## config.mk

```make
export PLATFORM = sky130hd
export DESIGN_NAME = sid_audio_decim
export DESIGN_NICKNAME = d
export VERILOG_FILES = /design/src/rtl/sid_audio_pkg.sv /design/src/rtl/sid_audio_fifo.sv /design/src/rtl/sid_audio_decim.sv
export SDC_FILE = /design/constraint.sdc
export NUM_CORES = 1
export LEC_CHECK = 0
export ABC_AREA = 1
export BUFFER_PORTS_ARGS = -buffer_cell sky130_fd_sc_hd__clkbuf_2
export CORE_MARGIN = 2
export CORE_UTILIZATION = 55
export DETAILED_ROUTE_END_ITERATION = 6
export GPL_TIMING_DRIVEN = 0
export PLACE_DENSITY = 0.72
export SYNTH_ARGS = -nofsm -noshare
export SYNTH_HDL_FRONTEND = slang
export SYNTH_HIERARCHICAL = 1
export SYNTH_SLANG_ARGS = --single-unit
```

## constraint.sdc

```tcl
create_clock -name clk -period 3.73 [get_ports clk]
set_input_delay 0.746 -clock clk [delete_from_list [all_inputs] [get_ports clk]]
set_output_delay 0.746 -clock clk [all_outputs]
set_load 0.02 [all_outputs]
```

## src/rtl/sid_audio_pkg.sv

```systemverilog
// sid_audio_pkg: shared types and helpers for the SID audio output stage.
// FSM encoding, the filter state width and the 16-bit clamp.
package sid_audio_pkg;

  localparam int Y_W = 24;

  typedef enum logic [1:0] {
    ACC,
    FILT,
    PUSH
  } state_t;

  function automatic logic signed [15:0] sat16(
    input logic signed [23:0] v
  );
    if (v > 24'sd32767) begin
      return 16'sh7fff;
    end else if (v < -24'sd32768) begin
      return 16'sh8000;
    end else begin
      return v[15:0];
    end
  endfunction

endpackage

```

## src/rtl/sid_audio_fifo.sv

```systemverilog
// sid_audio_fifo: small synchronous FIFO for 16-bit audio samples.
// Head is presented from registered state; reads as 0 when empty.
module sid_audio_fifo #(
  parameter int DEPTH = 4
) (
  input  logic        clk,
  input  logic        reset_n,
  input  logic        push,
  input  logic [15:0] din,
  input  logic        pop,
  output logic [15:0] dout,
  output logic        empty,
  output logic        full
);

  localparam int AW = $clog2(DEPTH);

  logic [15:0]   mem [DEPTH];
  logic [AW-1:0] wr_ptr;
  logic [AW-1:0] rd_ptr;
  logic [AW:0]   count;
  logic          do_pop;
  logic          do_push;

  assign empty   = (count == '0);
  assign full    = (count == (AW+1)'(DEPTH));
  assign do_pop  = pop & ~empty;
  // a pop frees the slot the same cycle, so a full FIFO still accepts
  assign do_push = push & (~full | do_pop);
  assign dout    = empty ? 16'h0000 : mem[rd_ptr];

  always_ff @(posedge clk) begin
    if (do_push) begin
      mem[wr_ptr] <= din;
    end
  end

  always_ff @(posedge clk or negedge reset_n) begin
    if (!reset_n) begin
      wr_ptr <= '0;
      rd_ptr <= '0;
      count  <= '0;
    end else begin
      if (do_push) begin
        wr_ptr <= wr_ptr + AW'(1);
      end
      if (do_pop) begin
        rd_ptr <= rd_ptr + AW'(1);
      end
      unique case ({do_push, do_pop})
        2'b10:   count <= count + (AW+1)'(1);
        2'b01:   count <= count - (AW+1)'(1);
        default: count <= count;
      endcase
    end
  end

endmodule

```

## src/rtl/sid_audio_decim.sv

```systemverilog
// sid_audio_decim: boxcar decimator, optional DC blocker, 16-bit clamp
// and output FIFO feeding the audio serializer.
module sid_audio_decim
  import sid_audio_pkg::*;
#(
  parameter int DECIM      = 32,
  parameter int DC_SHIFT   = 10,
  parameter int FIFO_DEPTH = 4
) (
  input  logic        clk,
  input  logic        reset_n,
  input  logic        in_valid,
  input  logic [17:0] audio_in,
  input  logic        dc_en,
  output logic [15:0] out_data,
  output logic        out_valid,
  input  logic        out_ready,
  output logic        overflow
);

  localparam int LOG2D = $clog2(DECIM);
  localparam int ACC_W = 18 + LOG2D;

  logic signed [ACC_W-1:0] acc;
  logic signed [ACC_W-1:0] acc_sum;
  logic [LOG2D-1:0]        cnt;
  logic                    blk_done;
  logic signed [17:0]      x;
  logic signed [17:0]      x_prev;
  logic signed [17:0]      x_prev_d;
  logic signed [Y_W-1:0]   y;
  logic signed [Y_W-1:0]   y_d;
  logic signed [Y_W-1:0]   y_new;
  logic signed [Y_W-1:0]   x_ext;
  logic signed [Y_W-1:0]   xp_ext;
  logic signed [15:0]      res;
  logic signed [15:0]      res_d;
  state_t                  state_q;
  state_t                  state_d;
  logic                    push;
  logic                    empty;
  logic                    full;

  assign acc_sum  = acc + {{LOG2D{audio_in[17]}}, audio_in};
  assign blk_done = in_valid && (cnt == LOG2D'(DECIM - 1));

  // runs regardless of FSM state so no input sample is ever lost
  always_ff @(posedge clk or negedge reset_n) begin
    if (!reset_n) begin
      acc <= '0;
      cnt <= '0;
      x   <= '0;
    end else if (in_valid) begin
      if (blk_done) begin
        acc <= '0;
        cnt <= '0;
        x   <= acc_sum[ACC_W-1:LOG2D];
      end else begin
        acc <= acc_sum;
        cnt <= cnt + LOG2D'(1);
      end
    end
  end

  assign x_ext  = {{(Y_W-18){x[17]}}, x};
  assign xp_ext = {{(Y_W-18){x_prev[17]}}, x_prev};
  assign y_new  = y + x_ext - xp_ext - (y >>> DC_SHIFT);

  always_comb begin
    state_d  = state_q;
    y_d      = y;
    x_prev_d = x_prev;
    res_d    = res;
    push     = 1'b0;
    unique case (state_q)
      ACC: begin
        if (blk_done) begin
          state_d = FILT;
        end
      end
      FILT: begin
        x_prev_d = x;
        if (dc_en) begin
          y_d   = y_new;
          res_d = sat16(y_new >>> 2);
        end else begin
          y_d   = '0;
          res_d = sat16(x_ext >>> 2);
        end
        state_d = PUSH;
      end
      PUSH: begin
        push    = 1'b1;
        state_d = ACC;
      end
      default: state_d = ACC;
    endcase
  end

  always_ff @(posedge clk or negedge reset_n) begin
    if (!reset_n) begin
      state_q <= ACC;
      y       <= '0;
      x_prev  <= '0;
      res     <= '0;
    end else begin
      state_q <= state_d;
      y       <= y_d;
      x_prev  <= x_prev_d;
      res     <= res_d;
    end
  end

  always_ff @(posedge clk or negedge reset_n) begin
    if (!reset_n) begin
      overflow <= 1'b0;
    end else if (push && full && !out_ready) begin
      overflow <= 1'b1;
    end
  end

  sid_audio_fifo #(
    .DEPTH (FIFO_DEPTH)
  ) u_fifo (
    .clk     (clk),
    .reset_n (reset_n),
    .push    (push),
    .din     (res),
    .pop     (out_ready),
    .dout    (out_data),
    .empty   (empty),
    .full    (full)
  );

  assign out_valid = ~empty;

endmodule
```

Word-level counts from Yosys, hierarchy flattened --
Memories as Yosys holds them, arrays and structs flattened. Index checks and enable logic that the tools add are counted.
Cells by class: $add $sub $neg 9, multipliers 0, divide/modulo/power cells 0, order comparisons 4, equal/unequal tests 7, shift-type cells 0, mux-type cells 15, bitwise logic cells 5, reductions and logical operators 8
Operator list (number):
- $mux 16 | 6
- $add 24x18->24 | 1
- $mux 24 | 1
- $sub 24x14->24 | 1
- $sub 24x18->24 | 1
- $add 23x23->23 | 1
- $mux 23 | 1
- $gt 22x16->1 const B | 1
- $lt 22x16->1 const B | 1
- $gt 16x16->1 const B | 1
- $lt 16x16->1 const B | 1
- $pmux 3 s2 | 1
- $add 5x1->5 const B | 1
- $eq 5x5->1 const B | 1
- $mux 5 | 1
- $add 2x1->2 const B | 2
- $eq 2x1->1 const B | 2
- $eq 2x2->1 const B | 2
- $pmux 2 s2 | 1
- $add 3x1->3 const B | 1
- $eq 3x3->1 const B | 1
- $logic_and 1x1->1 | 3
- $logic_not 3->1 | 1
- $mux 1 | 3
- other kinds (10) | 12
Word-level totals: bits in registers 114, bits in latches 0, bits in writable memories 64, ROM bits 0, input port bits 23, output and inout bits 18, word-level logic and storage cells 60, memories kept 1
Memories:
- u_fifo.mem | words 4, bits a word 16, rd ports 1, clocked after memory_dff 0, wr ports 1, line sid_audio_fifo.sv:18 | logic [15:0] mem [DEPTH];

Depth between registers and ports, before layout --
depth in word-level cells 7, gate-level depth with buffers 24, depth with buffers taken out 23

Hierarchy --
Netlist, hierarchy kept.
Modules (own cells, without submodules):
- sid_audio_decim | instances 1, cells an instance 1073, area each 8395.6 um^2, seq. area each 2677.6 um^2
- sid_audio_fifo | instances 1, cells an instance 244, area each 2926.6 um^2, seq. area each 2097.0 um^2

Worst setup path before layout --
OpenSTA, ideal clock, no wires.
kind reg-to-reg, start point register y[23], end point register res[14], setup time 0.117 ns, data arrival time 3.303 ns, data required time 3.613 ns, path slack 0.310 ns, stages on the path, launching flop included 21, buffers on the path 1, clock period less this slack 3.420 ns, cells stage by stage dfrtp_1 fa_1 fa_1 inv_1 ha_1 nand2_2 nor2_1 nand2_1 nor2_1 nand2_1 nand3_1 nand2_1 nand2_2 inv_2 nor2_4 nand3b_4 nand2_4 buf_12 nand2_1 nand2_1 nand2_1
Between the ends: word-level cells in the longest chain between the ends 7, elaborated cells on any way between the ends 8, classes of those cells add/sub (3); order compare (2); mux (3)
Ends and longest elaborated chain:
- start: declaration | line sid_audio_decim.sv:31 | logic signed [Y_W-1:0] y;
- start signal: assignment | line sid_audio_decim.sv:108 | y <= y_d;
- $add 24x18->24 | line sid_audio_decim.sv:67 | assign y_new = y + x_ext - xp_ext - (y >>> DC_SHIFT);
- $sub 24x18->24 | line sid_audio_decim.sv:67
- $sub 24x14->24 * | line sid_audio_decim.sv:67
- $lt 22x16->1 | line sid_audio_pkg.sv:18 | end else if (v < -24'sd32768) begin
- $mux 16 | line sid_audio_pkg.sv:18
- $mux 16 * | line sid_audio_pkg.sv:16 | if (v > 24'sd32767) begin
- $mux 16 * | line sid_audio_decim.sv:83 | if (dc_en) begin
- end signal: assignment | line sid_audio_decim.sv:110 | res <= res_d;
- end: declaration | line sid_audio_decim.sv:36 | logic signed [15:0] res;
Every way passes the cells marked *; elsewhere a longest branch is shown, timed or not. A chain may end at the register's enable or synchronous reset.

Worst setup path after layout --
start point register y[23], end point register res[11]
Same word-level chain as after synthesis.

==> impl_metrics.csv <==
group,metric,value,unit
outcome,status,"finished, violations left",
outcome,violations,"design-rule violations",
detailed_routing,vias,8921,
sta,tightest_slew,0.968,ns
clock_network,cts_buffers,17,
setup_path,slowest_delay,0.51,ns
sta,clock_skew,0.00809,ns
global_routing,grt_pass1_vias,8580,
detailed_routing,wl_per_cell,16.6,um
logic_synthesis,ys_types,52,
detailed_routing,route.detailed.drc,2,
setup_path,crit_arrival,3.96,ns
logic_synthesis,synth_area_per_cell,8.60,sq um
sta,layout_min_cycle_time,3.63,ns
detailed_routing,ant_nets,0,
clock_network,htree_levels,4,
setup_path,criticalPathCategory,"register to register",
floorplan,fp.dieH,147,um
sta,fin_ws,0.0979,ns
finish,layout_common_cells,"nand2_1, inv_1, o21ai_0, dfrtp_1, nor2_1",
sta,slew_violations,0,
global_routing,grt_pass1_wl,44000,um
setup_path,crit_slowest_cell,"dfrtp_4",
floorplan,die_area,0.0217,sq mm
logic_synthesis,ys_seq_elements,178,
logic_synthesis,yosys_warnings,6,
logic_synthesis,seq_area_frac_synth,42.2,%
clock_network,clkLatencyLatePin,0.44,ns
detailed_routing,dr.pass1.iters,7,
clock_network,cts_tree,"built",
setup_path,path_max_fanout,6,
setup_path,cp_common_cell,"nand2_2",
finish,nNetsFinal,1519,
run,maxCapViolCount,0,
sta,hold_viol_final,0,
finish,fin_util,64.5,%
finish,drive_above_1_share,17.5,%
sta,max_slew_margin,35.4,%
logic_synthesis,netlist_instances,1317,
finish,fin_area,0.0131,sq mm
sta,max_freq,275,MHz
global_routing,gr-total-overflow,0,
setup_path,cp_cell_sequence,"buf_12, fa_1, fa_1, inv_1, ha_4, nand2_4, inv_2, nand2_2, nor3_4, nand3_2, nand3_2, nand2_1, nand2_2, nand2_2, nand3b_4, nand2_8, clkbuf_16, nand2_1, nand2_2, nand2_1",
global_routing,grt_max_degree,115,
placement,port_buffers,40,
sta,whs,0.398,ns
clock_network,clock_path_buffers,2,
clock_network,path_clk_slew,0.07,ns
clock_network,clkSinkCount,178,
sta,setup_viol,0,
placement,dpl.hpwl,19900,um
floorplan,core.rowCount,52,
floorplan,core_area,0.0202,sq mm
floorplan,io_pins,41,
placement,place_ws,-0.221,ns
finish,fill_cells,1668,
detailed_routing,first_iter_violations,624,
placement,place.gp.congestion,0.892,
global_routing,grt_usage,26.0,%
sta,timing.final.crit_share,97.4,%
placement,dpl-instance-area,0.0119,sq mm
setup_path,cp-start-kind,"register",
finish,antenna_cells,0,
detailed_routing,viasPerCell,5.32,
worst_hold_path,hold_path_class,"primary input to asynchronous set/reset pin",
setup_path,crit_required,4.06,ns
finish,mostFrequentLayoutCell,"nand2_1",
detailed_routing,wirelength,27800,um
finish,area_growth,15.3,%
clock_network,root_buffer,"clkbuf_16",
floorplan,start_util,56.0,%
setup_path,end_kind,"register",
logic_synthesis,synth_area,0.0113,sq mm
logic_synthesis,synth_fp_nets,1441,
global_routing,antenna_found_initial,0,
floorplan,die_x,147,um
-- metrics by stage --
step,setup TNS (ns),instances
CTS,0,1662
finish,0,1678
detailed placement,-2.09,1628
floorplan,0,1317
global placement,-1.61,1627
global route,-0.507,1678
-- Yosys cell counts, drive strengths merged --
library cell | n | area share, %
edfxtp | 64 | 17
or2 | 3 | 0.17
a32o | 2 | 0.18
o22ai | 6 | 0.33
xor2 | 25 | 1.9
dfrtp | 114 | 25
dlygate4sd3 | 1 | 0.088
nand3 | 41 | 2.1
o21bai | 7 | 0.46
xnor2 | 12 | 0.93
and2 | 4 | 0.24
inv | 193 | 6.4
a21o | 2 | 0.13
a31oi | 5 | 0.28
o21a | 1 | 0.066
clkinv | 1 | 0.033
nand4 | 12 | 0.66
a21boi | 1 | 0.066
clkbuf | 21 | 0.99
o2111ai | 1 | 0.077
ha | 53 | 5.9
a22o | 4 | 0.31
nor4 | 2 | 0.17
nor3 | 11 | 0.62
fa | 48 | 8.5
nand3b | 6 | 0.54
nand2 | 346 | 12
o21ai | 119 | 5.4
nor2 | 130 | 4.8
a21oi | 69 | 3.1
buf | 10 | 0.80
a211oi | 3 | 0.20
-- registers in the layout, summed over array words and instances (netlist names) --
register	flops
u_fifo/mem	64
y	24
acc	23
x	18
x_prev	18
res	16
cnt	5
u_fifo/count	3
state_q	2
u_fifo/rd_ptr	2
u_fifo/wr_ptr	2
overflow	1
-- cells by family after synthesis --
logic type	after synthesis	synth area share, %
xor gates and xnor gates	37	2.86
buffers and inverters	226	8.31
and+or+nand+nor	555	21.7
adders and majority gates	101	14.3
AOI/OAI and AO/OA	220	10.6
DFF	178	42.2
-- worst paths after layout --
path | startpoint | cells past startpoint | slack (ns) | to
max | y[23] | 20 | 0.1 | res[11]
min reg2reg | cnt[3] | 1 | 0.46 | cnt[3]
max reg2reg | y[23] | 20 | 0.1 | res[11]
max in group asynchronous | reset_n | 1 | 2.63 | y[23]
min in group clk | cnt[3] | 1 | 0.46 | cnt[3]
min | reset_n | 1 | 0.40 | cnt[4]
-- critical path: cells and delay by family, from the launching register on --
family	cells	cell delay, ns
simple gates	13	1.29
fa+ha+maj	3	1.28
flops	1	0.51
buf+inv	4	0.43
-- cell type report --
| type | instances | area (sq um) | share of cell area (%) |
|---|---|---|---|
| clock inverter | 15 | 166 | 1.28 |
| tap | 270 | 338 | 2.59 |
| sequential | 178 | 4780 | 36.6 |
| clock buffer | 17 | 425 | 3.26 |
| buffer | 32 | 213 | 1.63 |
| multi-input combinational | 913 | 6000 | 46.0 |
| inverter | 194 | 728 | 5.58 |
| timing repair buffer | 59 | 400 | 3.07 |
-- routing by layer --
metal	global-route usage, %	wire (um)	vias to the layer above
li1	-	-	4388
met1	35.6	12100	4231
met2	42.5	13500	263
met3	4.41	1520	39
met4	9.09	634	0
met5	0	0	-
-- timing repair --
item,in CTS,in global routing
gates resized for setup,17,67
gates cloned,0,1
pin swaps,0,50
setup endpoints to repair,15,15
hold buffers,0,0
buffers inserted,2,15
Power is left out: the tool's default activity adds up to more than one toggle a clock period on the data nets, which glitch-free logic cannot reach.
